## src/rtl/bcd_to_binary_seq.sv

```systemverilog
// Sequential multi-digit BCD-to-binary converter: one acc*10+digit step per clock, MSD first.
// Result, done pulse and invalid-digit flag appear DIGITS edges after start; start is ignored while busy.
module bcd_to_binary_seq #(
  parameter  int DIGITS = 4,
  localparam int BIN_W  = $clog2(10**DIGITS)
) (
  input  logic                  clk,
  input  logic                  reset_n,
  input  logic                  start,
  input  logic [4*DIGITS-1:0]   bcd_in,
  output logic                  busy,
  output logic                  done,
  output logic [BIN_W-1:0]      bin_out,
  output logic                  error
);

  localparam int IDX_W = (DIGITS > 1) ? $clog2(DIGITS) : 1;
  localparam logic [BIN_W+3:0] TEN = (BIN_W+4)'(10);

  typedef enum logic {IDLE, CONV} state_t;

  state_t                state, state_nxt;
  logic [4*DIGITS-1:0]   sreg, sreg_nxt;
  logic [BIN_W-1:0]      acc, acc_nxt;
  logic [IDX_W-1:0]      idx, idx_nxt;
  logic                  err_lat, err_lat_nxt;
  logic [BIN_W-1:0]      bin_nxt;
  logic                  error_nxt, done_nxt, busy_nxt;
  logic [3:0]            digit;
  logic                  bad;
  logic [BIN_W-1:0]      mac;

  // Product is formed at BIN_W+4 bits, then truncated back to the accumulator width.
  function automatic logic [BIN_W-1:0] mac10(input logic [BIN_W-1:0] a, input logic [3:0] d);
    logic [BIN_W+3:0] wide;
    wide = {4'b0, a} * TEN + {{BIN_W{1'b0}}, d};
    return wide[BIN_W-1:0];
  endfunction

  // The shift register presents the current digit at its top nibble.
  assign digit = sreg[4*DIGITS-1 -: 4];
  assign bad   = (digit > 4'd9);
  assign mac   = mac10(acc, digit);

  always_ff @(posedge clk or negedge reset_n) begin
    if (!reset_n) begin
      state   <= IDLE;
      sreg    <= '0;
      acc     <= '0;
      idx     <= '0;
      err_lat <= 1'b0;
      bin_out <= '0;
      error   <= 1'b0;
      done    <= 1'b0;
      busy    <= 1'b0;
    end else begin
      state   <= state_nxt;
      sreg    <= sreg_nxt;
      acc     <= acc_nxt;
      idx     <= idx_nxt;
      err_lat <= err_lat_nxt;
      bin_out <= bin_nxt;
      error   <= error_nxt;
      done    <= done_nxt;
      busy    <= busy_nxt;
    end
  end

  always_comb begin
    state_nxt = state;
    unique case (state)
      IDLE:    if (start) state_nxt = CONV;
      CONV:    if (idx == '0) state_nxt = IDLE;
      default: state_nxt = IDLE;
    endcase
  end

  always_comb begin
    sreg_nxt    = sreg;
    acc_nxt     = acc;
    idx_nxt     = idx;
    err_lat_nxt = err_lat;
    bin_nxt     = bin_out;
    error_nxt   = error;
    done_nxt    = 1'b0;
    busy_nxt    = busy;
    unique case (state)
      IDLE: begin
        if (start) begin
          sreg_nxt    = bcd_in;
          acc_nxt     = '0;
          err_lat_nxt = 1'b0;
          idx_nxt     = IDX_W'(DIGITS - 1);
          busy_nxt    = 1'b1;
        end
      end
      CONV: begin
        acc_nxt  = mac;
        sreg_nxt = sreg << 4;
        if (bad) err_lat_nxt = 1'b1;
        if (idx != '0) begin
          idx_nxt = idx - IDX_W'(1);
        end else begin
          // A bad digit anywhere discards the accumulated value.
          bin_nxt   = (err_lat || bad) ? '0 : mac;
          error_nxt = err_lat || bad;
          done_nxt  = 1'b1;
          busy_nxt  = 1'b0;
        end
      end
      default: ;
    endcase
  end

endmodule

```

## config.mk

```make
export PLATFORM = sky130hd
export DESIGN_NAME = bcd_to_binary_seq
export DESIGN_NICKNAME = d
export VERILOG_FILES = /design/src/rtl/bcd_to_binary_seq.sv
export SDC_FILE = /design/constraint.sdc
export NUM_CORES = 1
export LEC_CHECK = 0
export BUFFER_PORTS_ARGS = -buffer_cell sky130_fd_sc_hd__buf_2
export CAP_MARGIN = 20
export CELL_PAD_IN_SITES_DETAIL_PLACEMENT = 0
export CELL_PAD_IN_SITES_GLOBAL_PLACEMENT = 1
export CORE_ASPECT_RATIO = 0.9
export CORE_MARGIN = 1
export CORE_UTILIZATION = 44
export DETAILED_ROUTE_END_ITERATION = 10
export GPL_ROUTABILITY_DRIVEN = 0
export MAX_ROUTING_LAYER = met4
export PLACE_DENSITY_LB_ADDON = 0.05
export SETUP_SLACK_MARGIN = 0.1
export SYNTH_ARGS = -nofsm -noshare
export SYNTH_HDL_FRONTEND = slang
export SYNTH_SLANG_ARGS = --single-unit
```

## constraint.sdc

```tcl
create_clock -name clk -period 4.05 [get_ports clk]
set_input_delay 0.81 -clock clk [delete_from_list [all_inputs] [get_ports clk]]
set_output_delay 0.81 -clock clk [all_outputs]
set_load 0.02 [all_outputs]
```

; ---- After elaboration in Yosys (flattened, before gate mapping)
; Cells that the tools add are included.
[word_totals]
input_bits = 19
output_inout_bits = 17
regBits = 51
elab_cells = 45
[classes]
reduce_logical = 7
n_mux = 19
n_mul = 1
bitwise_logic = 2
magnitude_cmp = 1
addsub = 2
n_eq_ne = 4
[ops]
columns = operator, n
row1 = one-hot mux 16 bit (2 select lines), 1
row2 = two-way mux 14 bit, 2
row3 = one-hot mux 14 bit (2 select lines), 1
row4 = two-way mux 16 bit, 1
row5 = adder 14 x 4 -> 14 bit, 1
row6 = "multiplier 14 x 3 -> 13 bit, second input constant", 1
row7 = two-way mux 1 bit, 8
row8 = AND reduction 2 bit, 4
row9 = one-hot mux 1 bit (2 select lines), 3
row10 = "greater-than comparator 4 bit, second input constant", 1
row11 = two-way mux 2 bit, 2
row12 = "inequality test 2 x 1 -> 1 bit, second input constant", 2
row13 = "inequality test 2 bit, second input constant", 2
row14 = one-hot mux 2 bit (2 select lines), 1
row15 = zero test 2 bit, 1
row16 = NOT 1 bit, 2
row17 = nonzero test 2 bit, 1
row18 = "subtractor 2 x 1 -> 2 bit, second input constant", 1
row19 = logical OR 1 bit, 1

; ---- Depth between registers and ports, before layout
; Gate-level depths: netlist of the first run.
[logic_depth]
depth_word = 3
ltp_mapped = 10
mapped_depth_nobuf = 10

; ---- Worst setup path after synthesis of the first run
; No wires, ideal clock.
[synth_timing]
kind = register to register
start = reg acc[1]
end = reg bin_out[13]
arrival_ns = 2.580
t_required_ns = 3.929
setup_ns = 0.121
period_less_slack_ns = 2.701
path_slack_ns = 1.349
path_buffers = 0
path_stages_with_launch = 11
cell_sequence = dfrtp_1 ha_1 ha_1 fa_1 a21oi_2 o21bai_4 a311oi_1 xor2_1 nor4_2 xnor2_1 o21ai_1
[synth_via]
elab_chain_cells = 3
[synth_lines]
columns = element, line_no
row1 = "start, declared", 24  ; logic [BIN_W-1:0] acc, acc_nxt;
row2 = "start signal, assigned", 59  ; acc <= acc_nxt;
row3 = multiplier 14 x 3 -> 13 bit, 36  ; wide = {4'b0, a} * TEN + {{BIN_W{1'b0}}, d};
row4 = adder 14 x 4 -> 14 bit, 36
row5 = two-way mux 14 bit, 105  ; bin_nxt = (err_lat || bad) ? '0 : mac;
row6 = "end signal, assigned", 62  ; bin_out <= bin_nxt;
row7 = "end, declared", 13  ; output logic [BIN_W-1:0] bin_out,
; Every way passes these cells.
; A chain may end at the register's enable or synchronous reset.

; ---- Final worst setup path of the first run
; Same ends and word-level chain as after synthesis.

==> results.md, run 1 <==
* Worst hold path type: reg -> reg
* Die footprint at 0.00664 sq mm
* Crit path largest cell delay at 0.44 ns
* Longest Clk Path Bufs at 2
* Number of global-route vias before repair at 1925
* Synth Cell Area at 0.00278 sq mm
* Fin crit period at 2.86 ns
* CTS Buf Count at 5
* Vias at 1957
* Overall Global Routing Usage at 19.0%
* Drt drc at 0
* Die Y at 77.4 microns
* Netlist cell types at 43
* Post-synth ARST share at 100%
* Global-route wire length before repair at 9590 microns
* CP max FO at 4
* Worst setup margin at 1.19 ns
* Critical path's most frequent cell: ha_1
* Run status: finished clean
* Req. time, crit path at 4.24 ns
* Fill count at 563
* Die W at 85.8 microns
* Initial Util at 45.4%
* Rel. slew slack at 31.9%
* Peak Freq at 349 MHz
* #FFs+latches synth at 50
* Worst clock skew at 0.0116 ns
* Max Cap Viol at 0
* Max Slew Vio Count at 0
* N_diodes at 0
* Final Non-Filler Cells at 374
* IO Count at 36
* Endpoints failing setup at 0
* Period utilisation layout at 70.7%
* Resized Gates After CTS at 0
* Detailed placement HPWL at 4130 microns
* Crit path max-delay cell type: dfrtp_1
* Final ANT Viol Nets at 0
* Place WS at 1.18 ns
* Final net count at 330
* Total grt overflow at 0
* Share of cells above drive strength 1 at 20.6%
* Register area share after synthesis at 45.0%
* Worst Setup End Kind: register
* Total iterations of the first detailed-routing run at 4
* WS Path Type: reg -> reg
* Largest net degree at the start of global routing at 49
* Synth warnings at 0
* Drt first-iter violations at 72
* CTS sink cnt at 50
* Site Rows at 27
* WL/cell at 15.1 microns
* Top FF cell, synth: dfrtp_1
* Synth top area cells: dfrtp_1 45%, ha_1 10%, a22o_1 8.2%, mux2i_1 5.8%, xnor2_1 3.5%
* Hold-fix buffers at CTS at 0
* Crit path cell chain: ha_1 > ha_1 > fa_1 > a21oi_2 > o21bai_4 > a311oi_1 > xor2_1 > nor4_2 > xnor2_1 > o21ai_1
* Port Buf Inserts at 35
* Commonest non-fill, non-tap cell in the layout: dfrtp_1
* Syn_nets at 295
* WL final at 5660 microns
* Mean Syn Cell Area at 11.1 sq um
* # Post-CTS Setup Buffers at 0
* Leading cell types in the layout, fill and taps excluded: 50 x dfrtp_1, 35 x buf_2, 26 x a22o_1, 23 x ha_1, 20 x nand2_1
* Root buffer cell: clkbuf_8
* Post-route setup TNS at 0 ns
* Cells after Synth at 251
* Layout area overhead at 13.7%
* Area share of the largest cell type after synthesis at 45.0%
* CTS tree: yes
* Via density at 5.23
* Fin. Hold Viols at 0
* Arrival time at the worst endpoint at 3.05 ns
* Clk Latency, worst-skew pair at 0.30 ns
* Post-synth top area cell: dfrtp_1
* Initial antenna violation count at 0
* Worst-Margin Slew at 1.02 ns
* Placed insts at 366
* Clock H-tree levels at 2
* Post-synth EDFFs at 0
* Clock-pin slew on the worst setup and hold paths at 0.10 ns
* Core area at 0.00611 sq mm
* Worst Setup Start Kind: register
* RSZ-0062 raised after global routing: false
## critical path, delay by kind of cell (launching register included)
family / cells / cell delay, ns
compound gates: 4 / 0.74
flops: 1 / 0.44
fa+ha+maj: 3 / 0.95
xor+xnor: 2 / 0.31
simple gates: 1 / 0.32
## routing by layer
layer	global-route usage (%)	share of wire [%]	wire (microns)
met2	27.5	44	2520
met5	-	0	0
met1	28.2	53	2980
met3	3.51	2.5	139
met4	3.50	0.37	21
## sequential cells by signal, indices dropped and copies added, names as in the netlist
| register | cells |
|---|---|
| acc | 13 |
| bin_out | 14 |
| busy | 1 |
| done | 1 |
| err_lat | 1 |
| error | 1 |
| idx | 2 |
| sreg | 16 |
| state | 1 |
## cell type report
cell class / instances / area, sq um / area share (%)
clock inverters: 3 / 43.8 / 1.39
multi-input cells: 184 / 1460 / 46.3
well taps: 87 / 109 / 3.44
clock buffers: 5 / 68.8 / 2.18
repair buffers: 38 / 198 / 6.25
flip-flops and latches: 50 / 1250 / 39.6
inverters: 7 / 26.3 / 0.831
## final timing paths
kind | start | endpoint | slack [ns] | cells past startpoint
worst max-delay path | acc[1] | bin_out[13] | 1.19 | 10
worst min-delay path | sreg[1] | sreg[5] | 0.47 | 2
worst max register to register | acc[1] | bin_out[13] | 1.19 | 10
worst min register to register | sreg[1] | sreg[5] | 0.47 | 2
max in group asynchronous | reset_n | acc[5] | 2.72 | 2
min in group asynchronous | reset_n | bin_out[12] | 0.61 | 1
## per-stage QoR
| stage | area [sq um] | util (%) | hold WS [ns] |
|---|---|---|---|
| 4_1_cts | 3160 | 51.7 | 0.487 |
| 2_1_floorplan | 2780 | - | 0.449 |
| 3_3_place_gp | 3050 | 49.8 | 0.468 |
| 5_1_grt | 3160 | 51.7 | 0.501 |
| 3_5_place_dp | 3050 | 49.8 | 0.469 |
| 6_report | 3160 | 51.7 | 0.474 |
## synthesized netlist by cell type (2+ instances only)
master	instances
nor4_2	2
and2_1	2
nand3_1	3
a21o_1	2
fa_1	2
o21a_1	3
clkbuf_1	8
o21ai_1	2
o21ai_0	14
a21oi_2	2
a21oi_1	9
dfrtp_1	50
xor2_1	7
nor2_1	13
nor2b_1	2
nor3_1	4
mux2i_1	16
a22o_1	26
xnor2_1	11
buf_1	2
ha_1	23
nand2b_1	2
a311oi_1	2
nand2_1	20
inv_1	6
## cell families after synthesis
logic type,Yosys count,share of synthesized area (%)
xor gates and xnor gates,19,6.26
and+or+nand+nor,58,11.3
muxes,17,6.17
AOI/OAI and AO/OA,65,17.2
buffers and inverters,17,2.30
DFF,50,45.0
adders and majority gates,25,11.8
Power of run 1 is not shown: default switching activity piles up to over one toggle a cycle in this logic, so the estimate is an artifact.
==> run 2, diff against run 1 <==
--- a/config.mk
+++ b/config.mk
@@ -5,13 +5,14 @@
 export SDC_FILE = /design/constraint.sdc
 export NUM_CORES = 1
 export LEC_CHECK = 0
+export ABC_AREA = 1
 export BUFFER_PORTS_ARGS = -buffer_cell sky130_fd_sc_hd__buf_2
 export CAP_MARGIN = 20
 export CELL_PAD_IN_SITES_DETAIL_PLACEMENT = 0
 export CELL_PAD_IN_SITES_GLOBAL_PLACEMENT = 1
 export CORE_ASPECT_RATIO = 0.9
 export CORE_MARGIN = 1
-export CORE_UTILIZATION = 44
+export CORE_UTILIZATION = 39
 export DETAILED_ROUTE_END_ITERATION = 10
 export GPL_ROUTABILITY_DRIVEN = 0
 export MAX_ROUTING_LAYER = met4
==> constraint.sdc (replaced) <==
create_clock -name clk -period 2.4 [get_ports clk]
set_input_delay 0.48 -clock clk [delete_from_list [all_inputs] [get_ports clk]]
set_output_delay 0.48 -clock clk [all_outputs]
set_load 0.02 [all_outputs]
==> results.md, run 2 <==
* Netlist cell types at 34 (was 43)
* Most frequent cell after synthesis: nand2_1 (was dfrtp_1)
* Biggest register: sreg (unchanged)
* Crit path buf inv count at 1 (was 0)
* Detailed placement HPWL at 5060 microns (was 4130 microns)
* Root buffer cell: clkbuf_8 (unchanged)
* Req. time, crit path at 2.59 ns (was 4.24 ns)
* Max Cap Viol at 0 (unchanged)
* Post-synth top cells: 117 x nand2_1, 50 x dfrtp_1, 31 x inv_1 (was 50 x dfrtp_1, 26 x a22o_1, 23 x ha_1)
* Register area share after synthesis at 43.0% (was 45.0%)
* Crit path largest cell delay at 0.42 ns (was 0.44 ns)
* Worst Setup Start Kind: register (unchanged)
* Clock H-tree levels at 2 (unchanged)
* Drt first-iter violations at 102 (was 72)
* Post-synth EDFFs at 0 (unchanged)
* Number of global-route vias before repair at 2405 (was 1925)
* RSZ-0062 raised after global routing: true (was false)
* Rel. slew slack at 63.0% (was 31.9%)
* Synth top area cells: dfrtp_1 43%, nand2_1 15%, ha_1 9.9%, nand3_1 5.2%, o21ai_0 4.3% (was dfrtp_1 45%, ha_1 10%, a22o_1 8.2%, mux2i_1 5.8%, xnor2_1 3.5%)
* Longest Clk Path Bufs at 2 (unchanged)
* Initial antenna violation count at 0 (unchanged)
* Share of cells above drive strength 1 at 25.4% (was 20.6%)
* Top FF cell, synth: dfrtp_1 (unchanged)
* Leading cell types in the layout, fill and taps excluded: 115 x nand2_1, 50 x dfrtp_1, 35 x buf_2, 31 x inv_1 (was 50 x dfrtp_1, 35 x buf_2, 26 x a22o_1, 23 x ha_1, 20 x nand2_1)
* CTS tree: yes (unchanged)
* Worst hold path type: in -> async (was reg -> reg)
* #FFs+latches synth at 50 (unchanged)
* N_diodes at 0 (unchanged)
* Drt drc at 0 (unchanged)
* Hold-fix buffers at CTS at 0 (unchanged)
* Largest net degree at the start of global routing at 29 (was 49)
* Clock-pin slew on the worst setup and hold paths at 0.10 ns (about the same)
* WS Path Type: reg -> reg (unchanged)
* Commonest non-fill, non-tap cell in the layout: nand2_1 (was dfrtp_1)
* Period utilisation layout at 95.8% (was 70.7%)
* Fin crit period at 2.30 ns (was 2.86 ns)
* Initial Util at 40.7% (was 45.4%)
* Worst clock skew at 0.0113 ns (was 0.0116 ns)
* Die W at 93 microns (was 85.8 microns)
* CTS sink cnt at 50 (unchanged)
* Clk Latency, worst-skew pair at 0.31 ns (was 0.30 ns)
* Final ANT Viol Nets at 0 (unchanged)
* Fin. Hold Viols at 0 (unchanged)
* Post-synth ARST share at 100% (unchanged)
* Endpoints failing setup at 0 (unchanged)
* Die Y at 83.9 microns (was 77.4 microns)
* Mean Syn Cell Area at 8.14 sq um (was 11.1 sq um)
* Layout area overhead at 22.5% (was 13.7%)
* Syn_nets at 401 (was 295)
* Placed insts at 485 (was 366)
* Arrival time at the worst endpoint at 2.49 ns (was 3.05 ns)
* Crit path from: acc[1] (unchanged)
* Overall Global Routing Usage at 19.4% (was 19.0%)
* Total iterations of the first detailed-routing run at 4 (unchanged)
* Synth Cell Area at 0.00291 sq mm (was 0.00278 sq mm)
* Vias at 2414 (was 1957)
* Core area at 0.00715 sq mm (was 0.00611 sq mm)
* Crit path max-delay cell type: dfrtp_1 (unchanged)
* CP max FO at 4 (unchanged)
* Reg2reg start: acc[1] (unchanged)
* Total grt overflow at 0 (unchanged)
* Top flop regs: sreg (16), bin_out (14), acc (13) (unchanged)
* Cells after Synth at 357 (was 251)
* Max FFs per register at 16 (unchanged)
* Final net count at 449 (was 330)
* IO Count at 36 (unchanged)
* Peak Freq at 435 MHz (was 349 MHz)
* Port Buf Inserts at 35 (unchanged)
* Worst-Margin Slew at 0.555 ns (was 1.02 ns)
* Site Rows at 29 (was 27)
* Worst Setup End Kind: register (unchanged)
* Max Slew Vio Count at 0 (unchanged)
* WL/cell at 13.4 microns (was 15.1 microns)
* Crit-path leading delay family: adder cells (unchanged)
* CTS Buf Count at 5 (unchanged)
* Post-synth top area cell: dfrtp_1 (unchanged)
* Run status: finished clean (unchanged)
* Synth warnings at 0 (unchanged)
* Via density at 4.84 (was 5.23)
* WL final at 6690 microns (was 5660 microns)
* Area share of the largest cell type after synthesis at 43.0% (was 45.0%)
* Global-route wire length before repair at 11500 microns (was 9590 microns)
* Die footprint at 0.00780 sq mm (was 0.00664 sq mm)
* Crit path cell chain: ha_4 > ha_4 > fa_2 > xor2_2 > nand4_2 > nor2_4 > inv_2 > nor2_4 > nand3_1 > nand3_1 > nand2_1 (was ha_1 > ha_1 > fa_1 > a21oi_2 > o21bai_4 > a311oi_1 > xor2_1 > nor4_2 > xnor2_1 > o21ai_1)
* Final Non-Filler Cells at 499 (was 374)
run 2: path summary, 6_finish.rpt:
kind,end,slack [ns],cells after the start
setup / recovery,acc[12],0.10,11
setup reg to reg,acc[12],0.10,11
hold / removal,sreg[10],0.14,1
hold reg to reg,bin_out[10],0.47,2
min in group clk,sreg[2],0.36,3
max in group asynchronous,bin_out[7],1.71,2
run 2: final cells by class:
class	instances	area, sq um
multi-input cells	263	1620
well taps	93	116
inverters	36	135
clock inverters	2	60.1
flip-flops and latches	50	1250
repair buffers	49	293
fillers	737	3590
clock buffers	6	82.6
run 2: stage by stage:
step | hold WS, ns | instance area, sq um | utilization, % | setup slack (ns) | setup TNS [ns]
6_report | 0.143 | 3560 | 49.8 | 0.101 | 0
5_1_grt | 0.168 | 3560 | 49.8 | -0.000835 | -0.000835
4_1_cts | 0.154 | 3450 | 48.2 | 0.101 | 0
3_5_place_dp | 0.467 | 3230 | 45.2 | 0.00405 | 0
3_3_place_gp | 0.468 | 3230 | 45.2 | 0.0725 | 0
2_1_floorplan | 0.184 | 2910 | - | 0.139 | 0
run 2: kinds of logic after synthesis:
group           Yosys count  synth area share (%)
simple gates            187                  28.9
fa+ha+maj                25                  11.3
xor+xnor                  7                  2.37
flops                    50                  43.0
buf+inv                  44                  5.98
compound gates           44                  8.39
run 2: per-layer routing:
| metal | vias up | share of wire (%) | global-route usage (%) |
|---|---|---|---|
| li1 | 1251 | - | - |
| met1 | 1125 | 54 | 28.4 |
| met2 | 29 | 43 | 28.3 |
| met3 | 9 | 2.5 | 3.01 |
| met4 | 0 | 1.2 | 4.20 |
| met5 | - | 0 | - |
run 2: repair_timing:
action	in CTS	in global routing
pin swaps	4	12
buffers inserted	4	2
endpoints found under the setup margin	11	10
gates resized for setup	7	16
run 2: worst register-to-register path: stages (launching register included):
cell and delay (ns):
dfrtp_1 0.42, ha_4 0.25, ha_4 0.16, fa_2 0.39, xor2_2 0.22, nand4_2 0.16
nor2_4 0.17, inv_2 0.07, nor2_4 0.10, nand3_1 0.10, nand3_1 0.10, nand2_1 0.06
Power of run 2 is left out for the same reason.
==> run 3, diff against run 2 <==
--- a/config.mk
+++ b/config.mk
@@ -11,7 +11,7 @@
 export CELL_PAD_IN_SITES_DETAIL_PLACEMENT = 0
 export CELL_PAD_IN_SITES_GLOBAL_PLACEMENT = 1
 export CORE_ASPECT_RATIO = 0.9
-export CORE_MARGIN = 1
+export CORE_MARGIN = 5
 export CORE_UTILIZATION = 39
 export DETAILED_ROUTE_END_ITERATION = 10
 export GPL_ROUTABILITY_DRIVEN = 0
==> results.md, run 3 (synthesized netlist as in run 2, its figures left out) <==
* Leading cell types in the layout, fill and taps excluded: 113 x nand2_1, 50 x dfrtp_1, 35 x buf_2, 31 x inv_1, 25 x o21ai_0 (was 115 x nand2_1, 50 x dfrtp_1, 35 x buf_2, 31 x inv_1)
* Drt drc at 0 (unchanged)
* Worst clock skew at 0.00559 ns (was 0.0113 ns)
* Rel. slew slack at 61.7% (was 63.0%)
* Hold-fix buffers at CTS at 0 (unchanged)
* Max Slew Vio Count at 0 (unchanged)
* Crit path buf inv count at 1 (unchanged)
* Core area at 0.00715 sq mm (unchanged)
* Placed insts at 484 (was 485)
* Hold Slack at 0.159 ns (was 0.143 ns)
* Period utilisation layout at 97.5% (was 95.8%)
* Drt first-iter violations at 63 (was 102)
* Fill count at 719 (was 737)
* Crit-path leading delay family: adder cells (unchanged)
* Share of cells above drive strength 1 at 25.2% (was 25.4%)
* Die footprint at 0.00928 sq mm (was 0.00780 sq mm)
* Global-route wire length before repair at 11300 microns (was 11500 microns)
* Max FFs per register at 16 (unchanged)
* Final ANT Viol Nets at 0 (unchanged)
* CTS Buf Count at 5 (unchanged)
* Initial antenna violation count at 0 (unchanged)
* Fin. Hold Viols at 0 (unchanged)
* R2R setup slack at 0.06 ns (was 0.10 ns)
* WL/cell at 13.8 microns (was 13.4 microns)
* Endpoints failing setup at 0 (unchanged)
* CTS tree: yes (unchanged)
* Final net count at 448 (was 449)
* Die Y at 91.9 microns (was 83.9 microns)
* Die W at 101 microns (was 93 microns)
* WL final at 6870 microns (was 6690 microns)
* Total iterations of the first detailed-routing run at 4 (unchanged)
* Peak Freq at 427 MHz (was 435 MHz)
* Crit path largest cell delay at 0.42 ns (about the same)
* Top flop regs: sreg (16), bin_out (14), acc (13) (unchanged)
* Clock H-tree levels at 2 (unchanged)
* N_diodes at 0 (unchanged)
* Worst-Margin Slew at 0.575 ns (was 0.555 ns)
* Clock-pin slew on the worst setup and hold paths at 0.09 ns (was 0.10 ns)
* Worst Setup Start Kind: register (unchanged)
* Final Non-Filler Cells at 498 (was 499)
* RSZ-0062 raised after global routing: true (unchanged)
* Biggest register: sreg (unchanged)
* Crit path max-delay cell type: dfrtp_1 (unchanged)
* Vias at 2403 (was 2414)
* Port Buf Inserts at 35 (unchanged)
* Detailed placement HPWL at 5090 microns (was 5060 microns)
* Run status: finished clean (unchanged)
* Worst hold path type: in -> async (unchanged)
* Max Cap Viol at 0 (unchanged)
* Layout area overhead at 19.4% (was 22.5%)
* Root buffer cell: clkbuf_8 (unchanged)
* Site Rows at 29 (unchanged)
* CP max FO at 4 (unchanged)
* Crit path cell chain: ha_1 > ha_2 > fa_2 > xor2_2 > nand4_4 > nor2_4 > inv_2 > nor2_4 > nand2_1 > nand2_1 > nand3_1 > nand2_1 (was ha_4 > ha_4 > fa_2 > xor2_2 > nand4_2 > nor2_4 > inv_2 > nor2_4 > nand3_1 > nand3_1 > nand2_1)
* Number of global-route vias before repair at 2283 (was 2405)
* Initial Util at 40.7% (unchanged)
* Critical path's most frequent cell: nand2_1
* Clk Latency, worst-skew pair at 0.30 ns (was 0.31 ns)
* Fin crit period at 2.34 ns (was 2.30 ns)
* Overall Global Routing Usage at 15.7% (was 19.4%)
* Req. time, crit path at 2.65 ns (was 2.59 ns)
* Commonest non-fill, non-tap cell in the layout: nand2_1 (unchanged)
* Longest Clk Path Bufs at 2 (unchanged)
* Total grt overflow at 0 (unchanged)
* Via density at 4.83 (was 4.84)
* Worst Setup End Kind: register (unchanged)
* Arrival time at the worst endpoint at 2.59 ns (was 2.49 ns)
* Largest net degree at the start of global routing at 28 (was 29)
* WS Path Type: reg -> reg (unchanged)
* IO Count at 36 (unchanged)
* CTS sink cnt at 50 (unchanged)
run 3: area by class of cell:
cell class,count,area (sq um),share of cell area [%]
clock buffers,7,86.3,2.49
repair buffers,48,273,7.86
multi-input cells,263,1600,46.2
well taps,93,116,3.35
clock inverters,1,5.00,0.144
inverters,36,135,3.89
flip-flops and latches,50,1250,36.0
run 3: worst reg2reg max path, delay by kind of cell (launching register included):
kind | cells | cell delay (ns)
xor gates and xnor gates | 1 | 0.23
DFF | 1 | 0.42
adders and majority gates | 3 | 0.88
and+or+nand+nor | 7 | 0.69
buffers and inverters | 1 | 0.07
run 3: metrics by stage:
step	setup TNS (ns)	setup WS (ns)	cell area, sq um	utilization, %
3_5_place_dp	0	0.00653	3210	45.0
6_report	0	0.0595	3470	48.6
3_3_place_gp	0	0.0661	3210	45.0
2_1_floorplan	0	0.139	2910	-
5_1_grt	-0.156	-0.0479	3470	48.6
4_1_cts	0	0.0662	3360	47.0
run 3: final timing paths:
kind | start | to | cells after the start
max | acc[3] | bin_out[12] | 12
min | reset_n | acc[10] | 1
min in group clk | bcd_in[1] | sreg[1] | 3
max in group asynchronous | reset_n | state | 2
min reg2reg | bin_out[13] | bin_out[13] | 2
max reg2reg | acc[3] | bin_out[12] | 12
run 3: layer usage:
layer / global-route usage [%] / wire length (microns) / vias to the layer above
met3: 3.87 / 406 / 0
met5: - / 0 / -
met2: 21.9 / 2990 / 43
met1: 23.4 / 3470 / 1115
met4: 2.33 / 0 / 0
li1: - / - / 1245
run 3: repair_timing:
| action | CTS | global route |
|---|---|---|
| gates resized for setup | 5 | 21 |
| endpoints found under the setup margin | 8 | 12 |
| pin swaps | 7 | 8 |
| buffers inserted | 4 | 2 |
Power of run 3 is left out for the same reason.
